[src/rtl/reg_scoreboard.sv]
// Register hazard scoreboard: per-register pending-write counters gate the decode grant.
// Grant is combinational from registered counts (no release bypass); claims/releases land on the next edge.
module reg_scoreboard #(
   parameter int BITSIZE = 32,
   parameter int NREGS   = 32,
   parameter int CNT_W   = 2,
   parameter int PEND_W  = 6
) (
   input  logic              clk,
   input  logic              resetn_i,
   input  logic              ID_SB_req_i,
   input  logic [4:0]        ID_SB_rs1_i,
   input  logic [4:0]        ID_SB_rs2_i,
   input  logic [4:0]        ID_SB_rd_i,
   input  logic              ID_SB_rd_we_i,
   output logic              SB_ID_access_o,
   input  logic              WB_SB_release_i,
   input  logic [4:0]        WB_SB_rd_i,
   input  logic              flush_i,
   output logic [PEND_W-1:0] pending_o,
   output logic              err_o
);

   // 5-bit indices reach at most 32 registers; BITSIZE is referenced only for uniformity.
   localparam int NTRK = ((NREGS < 32) ? NREGS : 32) + 0 * BITSIZE;
   localparam logic [CNT_W-1:0]  CNT_MAX  = '1;
   localparam logic [PEND_W-1:0] PEND_MAX = '1;

   logic [CNT_W-1:0]  cnt_q [NTRK];
   logic [CNT_W-1:0]  cnt_d [NTRK];
   logic [PEND_W-1:0] pending_q, pending_d;
   logic              err_q, err_d;

   logic              rs1_free, rs2_free, rd_room, grant;
   logic              claim, rel_req, rel_ok, rel_err;
   logic [CNT_W-1:0]  rel_cnt;

   function automatic logic [CNT_W-1:0] cnt_of(input logic [4:0] r);
      cnt_of = '0;
      if (r != 5'd0 && int'(r) < NTRK)
         cnt_of = cnt_q[r];
   endfunction

   assign rs1_free = (cnt_of(ID_SB_rs1_i) == '0);
   assign rs2_free = (cnt_of(ID_SB_rs2_i) == '0);
   assign rd_room  = !ID_SB_rd_we_i || (ID_SB_rd_i == 5'd0) || (cnt_of(ID_SB_rd_i) != CNT_MAX);
   // Gated by the async reset so the grant drops the instant reset asserts.
   assign grant    = resetn_i & ID_SB_req_i & !flush_i & rs1_free & rs2_free & rd_room;

   assign claim    = grant & ID_SB_rd_we_i & (ID_SB_rd_i != 5'd0) & (int'(ID_SB_rd_i) < NTRK);
   assign rel_req  = WB_SB_release_i & (WB_SB_rd_i != 5'd0);
   assign rel_cnt  = cnt_of(WB_SB_rd_i);
   assign rel_ok   = rel_req & (rel_cnt != '0);
   assign rel_err  = rel_req & (rel_cnt == '0);

   always_comb begin
      for (int i = 0; i < NTRK; i++) begin
         cnt_d[i] = cnt_q[i];
         if (flush_i)
            cnt_d[i] = '0;
         else if (claim && ID_SB_rd_i == 5'(i) && !(rel_ok && WB_SB_rd_i == 5'(i)))
            cnt_d[i] = cnt_q[i] + 1'b1;
         else if (rel_ok && WB_SB_rd_i == 5'(i) && !(claim && ID_SB_rd_i == 5'(i)))
            cnt_d[i] = cnt_q[i] - 1'b1;
      end
   end

   always_comb begin
      pending_d = pending_q;
      err_d     = err_q;
      if (flush_i) begin
         pending_d = '0;
      end else begin
         if (claim && !rel_ok) begin
            if (pending_q == PEND_MAX)
               err_d = 1'b1;
            else
               pending_d = pending_q + 1'b1;
         end else if (rel_ok && !claim) begin
            if (pending_q != '0)
               pending_d = pending_q - 1'b1;
         end
         if (rel_err)
            err_d = 1'b1;
      end
   end

   always_ff @(posedge clk or negedge resetn_i) begin
      if (!resetn_i) begin
         for (int i = 0; i < NTRK; i++)
            cnt_q[i] <= '0;
         pending_q <= '0;
         err_q     <= 1'b0;
      end else begin
         for (int i = 0; i < NTRK; i++)
            cnt_q[i] <= cnt_d[i];
         pending_q <= pending_d;
         err_q     <= err_d;
      end
   end

   assign SB_ID_access_o = grant;
   assign pending_o      = pending_q;
   assign err_o          = err_q;

endmodule
[config.mk]
export PLATFORM = sky130hd
export DESIGN_NAME = reg_scoreboard
export DESIGN_NICKNAME = d
export VERILOG_FILES = /design/src/rtl/reg_scoreboard.sv
export SDC_FILE = /design/constraint.sdc
export NUM_CORES = 1
export LEC_CHECK = 0
export ABC_AREA = 1
export CAP_MARGIN = 20
export CORE_AREA = 2 2 139 141
export CTS_CLUSTER_DIAMETER = 200
export DETAILED_ROUTE_END_ITERATION = 8
export DIE_AREA = 0 0 141 143
export RECOVER_POWER = 100
export SYNTH_ARGS = -nofsm -noshare
export SYNTH_HDL_FRONTEND = slang
export SYNTH_SLANG_ARGS = --single-unit
export TNS_END_PERCENT = 10
[constraint.sdc]
create_clock -name clk -period 6.88 [get_ports clk]
set_input_delay 1.376 -clock clk [delete_from_list [all_inputs] [get_ports clk]]
set_output_delay 1.376 -clock clk [all_outputs]
set_load 0.02 [all_outputs]
== Yosys cells after proc, flatten, opt, wreduce, memory -nomap -nowiden ==
Index checks and enable logic that the tools add are counted.

* Flip-flop bits (word level): 71
* Input bits: 26
* Output and inout port bits: 8
* Logic and storage cells: 553

* Add/sub/neg operators: 66
* Order comparisons: 4
* Equality and inequality tests: 65
* Mux-type cells: 120
* Bitwise gates (word level): 15
* Reductions and logical operators: 249

{| class="wikitable"
|+ Operators with widths
! cell !! count
|-
| $mux W2 || 108
|-
| $eq A5 B5 Y1 const B || 32
|-
| $logic_and A1 B1 Y1 || 130
|-
| $reduce_bool A3 Y1 || 34
|-
| $eq A5 B4 Y1 const B || 16
|-
| $logic_not A1 Y1 || 68
|-
| $add A2 B1 Y2 const B || 32
|-
| $sub A2 B1 Y2 const B || 32
|-
| $bmux W2 S5 || 4
|-
| $eq A5 B3 Y1 const B || 8
|-
| $mux W6 || 5
|-
| $ge A6 B6 Y1 const B || 4
|-
| $not A5 Y6 || 4
|-
| $eq A5 B2 Y1 const B || 4
|-
| $reduce_bool A5 Y1 || 4
|-
| $and A1 B1 Y1 || 10
|-
| $eq A5 B1 Y1 const B || 2
|-
| $logic_not A5 Y1 || 2
|-
| $add A6 B1 Y6 const B || 1
|-
| $eq A6 B6 Y1 const B || 1
|-
| $logic_not A2 Y1 || 3
|-
| $reduce_and A3 Y1 || 2
|-
| $reduce_bool A2 Y1 || 3
|-
| $reduce_bool A6 Y1 || 1
|-
| other kinds (6) || 9
|}

== Logic depth before layout (Yosys ltp) ==
* Depth after elaboration: 17
* Gate-level depth with buffers: 23
* Depth with buffers taken out: 22

== Worst setup path before layout ==
Ideal clock, no wire load.

* Path type: input -> output
* Start: input ID_SB_rd_i[2]
* End: output SB_ID_access_o
* Data arrival time: 2,734 ps
* Required time: 5,504 ps
* Setup slack: 2,770 ps
* Stages on the path: 10
* Buffers on the path: 1
* Cells stage by stage: nor2_1 inv_1 nor2_2 nand2_1 nand2_1 inv_1 buf_2 nand2_1 nor2_1 nor2_1

* Word-level cells in the longest chain between the ends: 8
* Elaborated cells between the ends (all ways): 11
* Those cells by class: eq/ne: 1; mux: 4; bitwise: 2; reduce/logical: 4

{| class="wikitable"
|+ Ends and longest elaborated chain
! element !! RTL line !! RTL
|-
| start: declaration || 14 || <nowiki>input logic [4:0] ID_SB_rd_i,</nowiki>
|-
| $not A5 Y6 (implied by the code) || 41 || <nowiki>cnt_of = cnt_q[r];</nowiki>
|-
| $bmux W2 S5 || 41 ||
|-
| $mux W2 (implied by the code) (2 in series) || 41 ||
|-
| $mux W2 || 40 || <nowiki>if (r != 5'd0 && int'(r) < NTRK)</nowiki>
|-
| $ne A2 B2 Y1 || 46 || <nowiki>assign rd_room = !ID_SB_rd_we_i || (ID_SB_rd_i == 5'd0) || (cnt_of(ID_SB_rd_i) != CNT_MAX);</nowiki>
|-
| $logic_or A1 B1 Y1 * || 46 ||
|-
| $and A1 B1 Y1 * || 48 || <nowiki>assign grant = resetn_i & ID_SB_req_i & !flush_i & rs1_free & rs2_free & rd_room;</nowiki>
|-
| end: declaration || 16 || <nowiki>output logic SB_ID_access_o,</nowiki>
|}

Every way passes the cells marked *; elsewhere a longest branch is shown, timed or not. The select of a mux whose other input is x is not followed.

== Final worst setup path ==
* Start: input flush_i
* End: output SB_ID_access_o

* Word-level cells in the longest chain between the ends: 5

{| class="wikitable"
|+ Ends and longest elaborated chain
! element !! RTL line !! RTL
|-
| start: declaration || 19 || <nowiki>input logic flush_i,</nowiki>
|-
| $logic_not A1 Y1 || 48 ||
|-
| $and A1 B1 Y1 (4 in series) || 48 ||
|}

No other way between the ends.

==> impl_results.md <==
* Crit path max-delay family: buffers and inverters
* Clock power share at 32.5%
* Min cycle time layout at 6030 ps
* CP dominant cell by count: nor2_1
* NetSw at 0.000574 W
* Final nets at 1373
* HPWL after DPL at 21600 µm
* Max cap viols at 3
* Synth Instances at 1324
* EDFF count, synth at 0
* Gr ovfl total at 0
* Logic pwr share at 32.1%
* Critical Path Source Type: input pin
* Hold WC Path Type: flip-flop to flip-flop
* Post-route clock period utilization at 87.6%
* H-Tree Depth at 3
* Num CTS Buffers at 9
* Post-Syn Nets at 1355
* Final Hold Viols at 0
* Ant diodes at 0
* Initial drt markers at 905
* RSZ-0062 raised after global routing: false
* CTS tree: yes
* Post-synth top area share at 26.8%
* Relative slew slack at -61.8%
* Area Overhead vs Synth at 10.1%
* Sequential-to-total area share from yosys stat at 24.3%
* Cell area after layout at 8070 µm²
* IO Count at 34
* Worst path slowest cell: clkbuf_1
* Worst-margin pin slew at 2430 ps
* Most used routing layer: met2
* Clk sinks at 71
* Die area at 20200 µm²
* Leak Pwr at 4.13 nW
* Clk pin slew, worst setup/hold paths at 60 ps
* R2r worst-path depth at 16
* Critical path class: input pin to output pin
* Outcome: finished with violations
* Total setup buffers inserted after CTS at 0
* Critical Path Fanout Max at 30
* Synth Flop Type: dfrtp_1
* Overall Global Routing Usage at 29.4%
* Grt met1 use at 39.3%
* Dominant cells by area after synthesis: nand2_1, dfrtp_1, nand3_1
* Worst path max stage delay at 1390 ps
* Vias at 8758
* Most frequent cells in the layout: nand2_1, nand3_1, inv_1, nor2_1, nand4_1
* Hold-critical path depth at 2
* Yosys cell types at 36
* Warnings from Yosys at 0
* Worst Hold End: err_o
* Initial cell density of the core at 39.4%
* Critical Path RT at 5500 ps
* Chip Width at 141 µm
* Commonest non-fill, non-tap cell in the layout: nand2_1
* Reg power frac at 35.3%
* Setup TNS at 0 ps
* Placed Area at 7810 µm²
* Worst r2r src: cnt_q[56]
* HP Start: err_o
* Cts-stage hold buffer count at 0
* CORE AREA at 18600 µm²
* Mapped cell area at 7330 µm²
* Initial antenna violation count at 0
* Pwr/cell area at 184 nW/µm²
* Cts repair resizes at 0
* Sw frac at 38.6%
* GR Util met3 at 4.86%
* Fill cells at 2049
* Worst IR Drop VDD at 0.155 mV
* Vias in the first global route at 7958
* Met2 global-route usage at 46.9%
* Asr flop ratio synth at 100%
* Post-route DRC at 0
* Final antenna-violating net count at 0
* Fin. max-slew vios at 106
* P_int at 0.000914 W
* Cell row count at 50
* CP Data Arrival Time at 4650 ps
* Crit path buffers/inverters at 3
* Clock root cell: clkbuf_16
* Failing checks: capacitance limit, slew limit
* Final setup vio count at 0
* Syn Area/Cell at 5.53 µm²
* Post-DR vias/cell at 5.55
* Detailed Routing Iterations Pass 1 at 5
* Largest net degree at the start of global routing at 43
* Synth area leader: nand2_1
* Ratio of cells with drive above 1 in the final layout at 3.87%
* #FFs+latches synth at 71
* Chip Height at 143 µm
* F_max at 166 MHz
* R2r setup slk at 2350 ps
* Deepest clock path buffer count at 2
* Cells along the critical path: dlygate4sd3_1 -> clkbuf_1 -> nor2_1 -> nand2_1 -> nor2_1 -> nand2_1 -> nor2_1 -> dlygate4sd3_1
* First-pass GRT wire length at 45100 µm
* Clk Latency, worst-skew pair at 360 ps
* Crit Reg-Reg Endpoint: pending_o[5]
* Layout Skew at 5.72 ps
* WL final at 29000 µm
* Crit. path cell count at 8
* PortBufs at 33
* RD Place Congestion at 1.07
* Worst setup EP type: output pin
* Average wire per standard cell at 18.4 µm
## per-stage QoR
step	worst slack (ps)	util, %	std cells	total power [W]	hold WS (ps)
CTS	1050	43.6	1579	0.00150	488
detailed placement	1050	42.1	1565	0.00101	469
floorplan	2770	-	1324	0.000833	470
global route	548	43.4	1579	0.00157	501
finish	854	43.4	1579	0.00149	478
global placement	1070	42.1	1565	0.00101	473
## sequential cells by signal (all words and copies together) (netlist names)
name / flops
cnt_q: 64
pending_o: 6
err_o: 1
## cell families after synthesis
| group | after synthesis | synth area share, % |
|---|---|---|
| simple gates | 939 | 55.5 |
| fa+ha+maj | 5 | 0.956 |
| compound gates | 90 | 6.56 |
| xor+xnor | 3 | 0.547 |
| flops | 71 | 24.3 |
| buf+inv | 216 | 12.2 |
## Yosys cell counts, types with 3 or more instances
| cell | n |
|---|---|
| nand2_1 | 523 |
| nand3_1 | 170 |
| inv_1 | 167 |
| nor2_1 | 142 |
| nand4_1 | 72 |
| dfrtp_1 | 71 |
| o21ai_0 | 31 |
| a21oi_1 | 30 |
| o21ai_1 | 16 |
| buf_2 | 10 |
| clkbuf_1 | 10 |
| inv_2 | 8 |
| buf_4 | 7 |
| nor3_1 | 7 |
| buf_1 | 6 |
| buf_6 | 6 |
| nand2_2 | 6 |
| nor2_4 | 6 |
| ha_1 | 4 |
| nor2_2 | 4 |
| o22ai_1 | 4 |
| o21bai_1 | 3 |
## layer usage
layer / wire length [µm] / vias up
met5: 0 / -
met4: 1250 / 0
met3: 2400 / 78
met2: 12800 / 376
met1: 12500 / 4044
li1: - / 4260
## worst register-to-register path, stage by stage, from the launching register on
cell and delay, ps:
dfrtp_1 450, nor2_1 420, nand2_1 100, nand3_1 110
nand3_1 100, nand2_1 90, nand2_1 50, nand3_1 130
nand3_1 90, nor2_1 390, nand3_1 830, inv_2 910
nand4_1 300, nand3_1 210, inv_1 110, nand2_1 80
nand2_1 40
## power by group through the flow
stage | clock network (W) | registers [W] | logic [W]
final | 0.000484 | 0.000525 | 0.000478
after global routing | 0.000503 | 0.000533 | 0.000538
after CTS | 0.000488 | 0.000525 | 0.000481
after detailed placement | 0 | 0.000532 | 0.000478
after global placement | 0 | 0.000532 | 0.000476
after floorplan | 0 | 0.000523 | 0.000310
## worst max path at each step
stage,start,to,slack [ps]
after floorplan,ID_SB_rd_i[2],SB_ID_access_o,2770
after global placement,ID_SB_rd_i[0],SB_ID_access_o,1070
after detailed placement,ID_SB_rd_i[0],SB_ID_access_o,1050
after CTS,ID_SB_rd_i[0],SB_ID_access_o,1050
after global routing,resetn_i,pending_o[5],550
final,flush_i,SB_ID_access_o,850
## cell type report
| class | count | area [µm²] | share of cell area (%) |
|---|---|---|---|
| clock buffers | 10 | 239 | 2.96 |
| clock inverters | 4 | 47.5 | 0.589 |
| repair buffers | 46 | 414 | 5.13 |
| flip-flops and latches | 71 | 1780 | 22.0 |
| well taps | 234 | 293 | 3.63 |
| inverters | 177 | 664 | 8.23 |
| multi-input cells | 1037 | 4630 | 57.4 |
(Power assumes the default switching activity.)
